===== src/rtl/spi_slave_frame_rx.sv =====
// spi_slave_frame_rx: oversampled SPI slave decoding 1-bit command + DATA_WIDTH payload frames
module spi_slave_frame_rx #(
    parameter int DATA_WIDTH = 8,
    parameter int SYNC_STAGES = 2,
    parameter logic [DATA_WIDTH-1:0] IDLE_FILL = {DATA_WIDTH{1'b1}}
) (
    input  logic                  clk,
    input  logic                  rst,
    input  logic                  cs,
    input  logic                  sclk,
    input  logic                  mosi,
    output logic                  miso,
    output logic                  miso_oe,
    output logic [DATA_WIDTH-1:0] rx_data,
    output logic                  rx_valid,
    input  logic [DATA_WIDTH-1:0] tx_data,
    input  logic                  tx_valid,
    output logic                  tx_ready,
    output logic                  busy,
    output logic                  frame_err,
    output logic                  tx_underrun
);
    localparam int CW = $clog2(DATA_WIDTH + 1);
    localparam logic [CW-1:0] LAST_BIT = CW'(DATA_WIDTH - 1);

    typedef enum logic [2:0] {IDLE, CMD, WR, RD, DONE} stateT;
    stateT state, stateNext;

    logic [SYNC_STAGES-1:0] csSync, sclkSync, mosiSync;
    logic                   csPrev, sclkPrev;
    logic                   csS, sclkS, mosiS;
    logic                   csRise, csFall, sclkRise, sclkFall;
    logic                   inFrame, abort, lastBit, rdLoad, wrDone, rdDone;
    logic [CW-1:0]          bitCnt;
    logic [DATA_WIDTH-1:0]  shiftReg, txHold;
    logic                   held;

    assign csS      = csSync[SYNC_STAGES-1];
    assign sclkS    = sclkSync[SYNC_STAGES-1];
    assign mosiS    = mosiSync[SYNC_STAGES-1];
    assign csRise   = csS & ~csPrev;
    assign csFall   = ~csS & csPrev;
    assign sclkRise = sclkS & ~sclkPrev;
    assign sclkFall = ~sclkS & sclkPrev;
    assign inFrame  = (state == CMD) || (state == WR) || (state == RD);
    assign abort    = inFrame && csRise;
    assign lastBit  = bitCnt == LAST_BIT;
    assign rdLoad   = (state == CMD) && sclkRise && !mosiS && !csRise;
    assign wrDone   = (state == WR) && sclkRise && lastBit && !csRise;
    assign rdDone   = (state == RD) && sclkRise && lastBit && !csRise;
    assign miso_oe  = state == RD;
    assign busy     = state != IDLE;
    assign tx_ready = ~held;

    // synchronise the pins to clk (idle levels on reset) and keep one-clk-old copies for edge detection
    always_ff @(posedge clk or posedge rst) begin
        if (rst) begin
            csSync   <= '1;
            sclkSync <= '1;
            mosiSync <= '0;
            csPrev   <= 1'b1;
            sclkPrev <= 1'b1;
        end else begin
            csSync   <= {csSync[SYNC_STAGES-2:0], cs};
            sclkSync <= {sclkSync[SYNC_STAGES-2:0], sclk};
            mosiSync <= {mosiSync[SYNC_STAGES-2:0], mosi};
            csPrev   <= csS;
            sclkPrev <= sclkS;
        end
    end

    // frame state register
    always_ff @(posedge clk or posedge rst) begin
        if (rst) state <= IDLE;
        else     state <= stateNext;
    end

    // next state: cs rise aborts any active frame, even on the final data edge
    always_comb begin
        stateNext = state;
        case (state)
            IDLE:    stateNext = csFall ? CMD : IDLE;
            CMD:     stateNext = csRise ? IDLE : sclkRise ? (mosiS ? WR : RD) : CMD;
            WR:      stateNext = csRise ? IDLE : (sclkRise && lastBit) ? DONE : WR;
            RD:      stateNext = csRise ? IDLE : (sclkRise && lastBit) ? DONE : RD;
            DONE:    stateNext = csRise ? IDLE : DONE;
            default: stateNext = IDLE;
        endcase
    end

    // bit counter and shared shift register: shift in on rise during WR, shift out on fall during RD
    always_ff @(posedge clk or posedge rst) begin
        if (rst) begin
            bitCnt   <= '0;
            shiftReg <= '0;
        end else begin
            bitCnt   <= (state == IDLE && csFall) ? '0 :
                        ((state == WR || state == RD) && sclkRise) ? bitCnt + 1'b1 : bitCnt;
            shiftReg <= rdLoad ? (held ? txHold : IDLE_FILL) :
                        (state == WR && sclkRise) ? {shiftReg[DATA_WIDTH-2:0], mosiS} :
                        (state == RD && sclkFall) ? shiftReg << 1 : shiftReg;
        end
    end

    // miso idles high outside the read data phase and presents the MSB on each falling edge
    always_ff @(posedge clk or posedge rst) begin
        if (rst) miso <= 1'b1;
        else     miso <= (state != RD || rdDone || csRise) ? 1'b1 : sclkFall ? shiftReg[DATA_WIDTH-1] : miso;
    end

    // received word and single-cycle status pulses
    always_ff @(posedge clk or posedge rst) begin
        if (rst) begin
            rx_data     <= '0;
            rx_valid    <= 1'b0;
            frame_err   <= 1'b0;
            tx_underrun <= 1'b0;
        end else begin
            rx_data     <= wrDone ? {shiftReg[DATA_WIDTH-2:0], mosiS} : rx_data;
            rx_valid    <= wrDone;
            frame_err   <= abort;
            tx_underrun <= rdLoad && !held;
        end
    end

    // tx holding register: loads only when empty, emptied when a read frame takes it
    always_ff @(posedge clk or posedge rst) begin
        if (rst) begin
            held   <= 1'b0;
            txHold <= '0;
        end else begin
            held   <= held ? !rdLoad : tx_valid;
            txHold <= (tx_valid && !held) ? tx_data : txHold;
        end
    end
endmodule


===== config.mk =====
export PLATFORM = sky130hd
export DESIGN_NAME = spi_slave_frame_rx
export DESIGN_NICKNAME = d
export VERILOG_FILES = /design/src/rtl/spi_slave_frame_rx.sv
export SDC_FILE = /design/constraint.sdc
export NUM_CORES = 1
export LEC_CHECK = 0
export ABC_AREA = 1
export BUFFER_PORTS_ARGS = -buffer_cell sky130_fd_sc_hd__buf_2
export CAP_MARGIN = 20
export CORE_MARGIN = 2
export CORE_UTILIZATION = 40
export DETAILED_ROUTE_END_ITERATION = 10
export PLACE_DENSITY_LB_ADDON = 0.05
export SLEW_MARGIN = 10
export SYNTH_ARGS = -nofsm -noshare
export SYNTH_HDL_FRONTEND = slang
export SYNTH_SLANG_ARGS = --single-unit

===== constraint.sdc =====
create_clock -name clk -period 1.4 [get_ports clk]
set_input_delay 0.14 -clock clk [delete_from_list [all_inputs] [get_ports clk]]
set_output_delay 0.14 -clock clk [all_outputs]
set_load 0.01 [all_outputs]

Yosys cells after proc, flatten, opt, wreduce, memory -nomap -nowiden
Cells that the tools add are included.
Widths: inputs -> output; s select.
- output and inout bits: 15
- word-level logic and storage cells: 80
- register bits after elaboration: 44
- input port bits: 14
- reduce and logical (&&, ||, !) cells: 30
- equality and inequality tests: 6
- $add $sub $neg: 1
- bitwise logic cells: 9
- multiplexer cells: 19
- operator list (cell ; number):
    $mux 8 ; 4
    $logic_and 1x1->1 ; 16
    $mux 3 ; 5
    $pmux 3 s5 ; 1
    $mux 4 ; 2
    $eq 3x2->1 const B ; 2
    $reduce_bool 3->1 ; 2
    $logic_or 1x1->1 ; 5
    $mux 1 ; 5
    $not 1->1 ; 5
    $add 4x1->4 const B ; 1
    $and 1x1->1 ; 4
    $eq 4x3->1 const B ; 1
    $logic_not 1->1 ; 4
    $mux 2 ; 2
    $reduce_bool 2->1 ; 2
    $eq 3x1->1 const B ; 1
    $eq 3x3->1 const B ; 1
    $logic_not 3->1 ; 1
    $ne 3x2->1 const B ; 1

Longest topological paths before layout
- depth after elaboration: 8
- depth in mapped cells: 8

Worst setup path before layout
OpenSTA, ideal clock, no wires.
- path type: reg-to-reg
- from: reg sclkSync[1]
- to: reg shiftReg[1]
- buffers on the path: 1
- slack: 0.043 ns
- arrival time: 1.241 ns
- stages on the path, launching flop included: 7
- required time: 1.283 ns
- cells stage by stage: dfstp_2 > nand2_2 > nor2_8 > nand3_4 > buf_6 > nand3_1 > nand2_1
- cells in the longest elaborated chain, start to end: 5
- RTL lines (item ; RTL line ; source):
    start: declaration ; 29 ; logic [SYNC_STAGES-1:0] csSync, sclkSync, mosiSync;
    start signal: assignment ; 65 ; sclkSync <= {sclkSync[SYNC_STAGES-2:0], sclk};
    $and 1x1->1 ; 43 ; assign sclkRise = sclkS & ~sclkPrev;
    $logic_and 1x1->1 (3 in series) ; 48 ; assign rdLoad = (state == CMD) && sclkRise && !mosiS && !csRise;
    $reduce_bool 3->1 (no source line) or $mux 8 (tied branches) ; -- ;
    end signal: assignment ; 99 ; shiftReg <= rdLoad ? (held ? txHold : IDLE_FILL) :
    end: declaration ; 35 ; logic [DATA_WIDTH-1:0] shiftReg, txHold;
Several ways; a longest one is shown, not always the timed one.
A chain may end at the register's enable or synchronous reset.

Final worst setup path
- from: reg sclkPrev
- to: reg shiftReg[7]
- cells in the longest elaborated chain, start to end: 6
- RTL lines (item ; RTL line ; source):
    start: declaration ; 30 ; logic csPrev, sclkPrev;
    start signal: assignment ; 68 ; sclkPrev <= sclkS;
    $not 1->1 ; 43 ;
    $and 1x1->1 ; 43 ;
    $logic_and 1x1->1 (3 in series) ; 48 ;
    $reduce_bool 3->1 (no source line) or $mux 8 (tied branches) ; -- ;
Several ways; a longest one is shown, not always the timed one.

==> out/qor.tcl <==
set qor(outcome) {finished clean}
set qor(clk_pin_slew_worst_paths_ps) 70
set qor(timing.slew.headroom_pct) 81.88
set qor(clock_tree.buffer_depth) 2
set qor(cell_area_synth_sq_mm) 0.001931
set qor(worstHoldPathType) {primary input to register}
set qor(yosysTopAreaCell) {dfrtp_1}
set qor(post_synth.cell_area_avg_sq_um) 8.980
set qor(grt_use_total_pct) 16.18
set qor(hold-path-cell-count) 2
set qor(first_iter_violations) 105
set qor(die_width_um) 73.48
set qor(reg2reg_setup_slack_ps) 50
set qor(number_of_filler_instances_in_the_final_layout) 463
set qor(rows) 25
set qor(post_synth_cell_types) 27
set qor(totalNegativeSetupSlack_ps) 0
set qor(synth_common_cells) {nand2_1, dfrtp_1, inv_1}
set qor(dieHeight_um) 73.48
set qor(hold_violations) 0
set qor(initial_antenna_violation_count) 0
set qor(tritoncts) {done}
set qor(worstSetupStartpointType) {register}
set qor(drc) 0
set qor(crit_path_end_kind) {register}
set qor(rsz0062_at_grt) {yes}
set qor(crit_type) {register to register}
set qor(synth-main-ff-cell) {dfrtp_1}
set qor(layout.nets) 287
set qor(worstPathRequired_ps) 1590
set qor(cts_root_buffer) {clkbuf_8}
set qor(crit-reg2reg-launch) {sclkPrev}
set qor(detailed_place_hpwl_um) 2692
set qor(timing_max_transition_violations_final) 0
set qor(htree_num_levels) 2
set qor(reg2reg_to) {shiftReg[7]}
set qor(finalWorstPathRequiredPeriod_ps) 1352
set qor(drt-total-wl_um) 3843
set qor(vias) 1545
set qor(ys_seq_elements) 44
set qor(design.portCount) 29
set qor(max_cap_viol_count) 0
set qor(ys_warn_count) 0
set qor(cts-buffers-inserted) 5
set qor(ir_drop_mv) 0.8514
set qor(synthMostInstantiatedCell) {nand2_1}
set qor(postSynthNetCount) 230
set qor(routedWlPerCell_um) 11.75
set qor(starting_utilization_of_the_core_area_pct) 41.15
set qor(synthCells) 215
set qor(worst_skew_pair_latency_ps) 300
set qor(ff2ff_path_depth) 8
set qor(cts_sinks) 44
set qor(numPortBuffers) 28
set qor(fin_hold_ws_ps) 80.16
set qor(synthArstFlopShare_pct) 100.0
set qor(power.density_cell_area_mw_per_mm2) 1469
set qor(drive_above_1_share_pct) 35.16
set qor(leakage_nw) 1.342
set qor(synth-seq-area-share_pct) 57.49
set qor(postLayoutCoreUtil_pct) 53.71
set qor(synth_top_cells_by_area) {dfrtp_1, nand2_1, dfstp_2}
set qor(setup_viol) 0
set qor(timing.final.crit_share_pct) 96.60
set qor(worst-path-max-fanout) 7
set qor(grt_max_degree) 45
set qor(hold_end) {txHold[0]}
set qor(via_count_of_the_first_global_routing_pass) 1507
set qor(max_freq_mhz) 739.4
set qor(syn_to_final_growth_pct) 30.53
set qor(worst_slew_pin_tran_ps) 271.8
set qor(antennaDiodeCount) 0
set qor(synth_top_area_share_pct) 47.96
set qor(final.setup_skew_ps) 7.946
set qor(antenna_left) 0
set qor(dr.pass1.iters) 4
set qor(grt_pass1_wl_um) 6679
set qor(global_route_congestion_overflow_total) 0
set qor(gp_routability_congestion) 0.7196
set qor(die-area_sq_mm) 0.005399
set qor(arrival_worst_endpoint_ps) 1540
set qor(core_sq_mm) 0.004692
set qor(worstHoldStart) {tx_data[0]}
set qor(synth_edf_count) 0
set qor(viasPerCell) 4.725
-- logic make-up (layout without fill, tap and decap cells) --
family                     after synthesis  after routing  synth area share [%]
adders and majority gates                1              1                0.6480
DFF                                     44             44                 57.49
muxes                                    2              2                 1.102
and+or+nand+nor                        125            126                 30.39
buffers and inverters                   27             84                 5.962
AOI/OAI and AO/OA                       16             16                 4.407
-- metrics by stage --
step                worst slack [ps]  total power, mW  instance area, sq um  cells
floorplan                      42.65            2.451                  1931    215
global placement              -47.61            2.814                  2272    313
detailed placement            -75.50            2.832                  2272    313
CTS                            9.682            3.696                  2442    326
global route                  -30.19            4.019                  2520    327
finish                         47.54            3.702                  2520    327
-- worst max-delay path, stage by stage, from the launching register on --
cell	delay, ps
dfstp_2	540
inv_2	40
nand2_4	110
buf_6	130
nor2_4	40
nor2_4	150
nand2_4	100
nand2_1	80
nand2_1	50
-- where the power goes --
group,switching (mW),internal [mW]
clock,0.399,0.402
combinational,0.657,0.468
sequential,0.210,1.57
-- placed cells by master, fill, tap and decap left out, types with 3 or more instances in the layout --
cell type,instances
a21oi_1,10
buf_2,28
buf_4,15
buf_6,5
clkbuf_8,6
dfrtp_1,36
dfstp_2,7
dlygate4sd3_1,4
inv_1,14
inv_2,7
nand2_1,70
nand2_2,5
nand3_1,11
nand3_2,3
nand3_4,3
nand4_1,9
nor2_1,11
nor2_2,3
nor2_4,7
o21ai_1,3
-- cell type report --
class | instances | area (sq um) | area share (%)
Clock buffer | 8 | 90.09 | 3.575
Inverter | 23 | 88.84 | 3.525
Multi-Input combinational cell | 145 | 793.3 | 31.48
Sequential cell | 44 | 1111 | 44.09
Tap cell | 54 | 67.56 | 2.681
Timing Repair Buffer | 53 | 369.1 | 14.65
-- sequential cells by signal (all words and copies together), names as in the netlist, 2 cells and up --
name and flops:
rx_data 8, shiftReg 8, txHold 8, bitCnt 4, state 3, csSync 2
mosiSync 2, sclkSync 2
-- timing repair --
item / CTS / global route
hold buffers: 4 / 0
endpoints found under the hold margin: 40 / 0
resized for setup: 8 / 20
cloned: 0 / 1
buffers inserted: 1 / 1
endpoints found under the setup margin: 18 / 24
pin swaps: 0 / 13
-- routing by layer --
metal  share of wire (%)  GRT usage, %
met4                 1.7         6.667
met3                 3.8         4.390
met2                  43         24.01
met5                   0             0
met1                  51         22.34
-- how the worst max path moves through the flow --
stage                            from           to  slack (ps)  cells past startpoint
after floorplan           sclkSync[1]  shiftReg[1]          40                      6
after global placement    sclkSync[1]   rx_data[5]         -50                      6
after detailed placement    csSync[1]   rx_data[4]         -80                      7
after CTS                    state[1]         busy          10                      5
after global routing         sclkPrev  shiftReg[7]         -30                      8
final                        sclkPrev  shiftReg[7]          50                      8
Note: power is estimated with default switching activity, not from simulation.
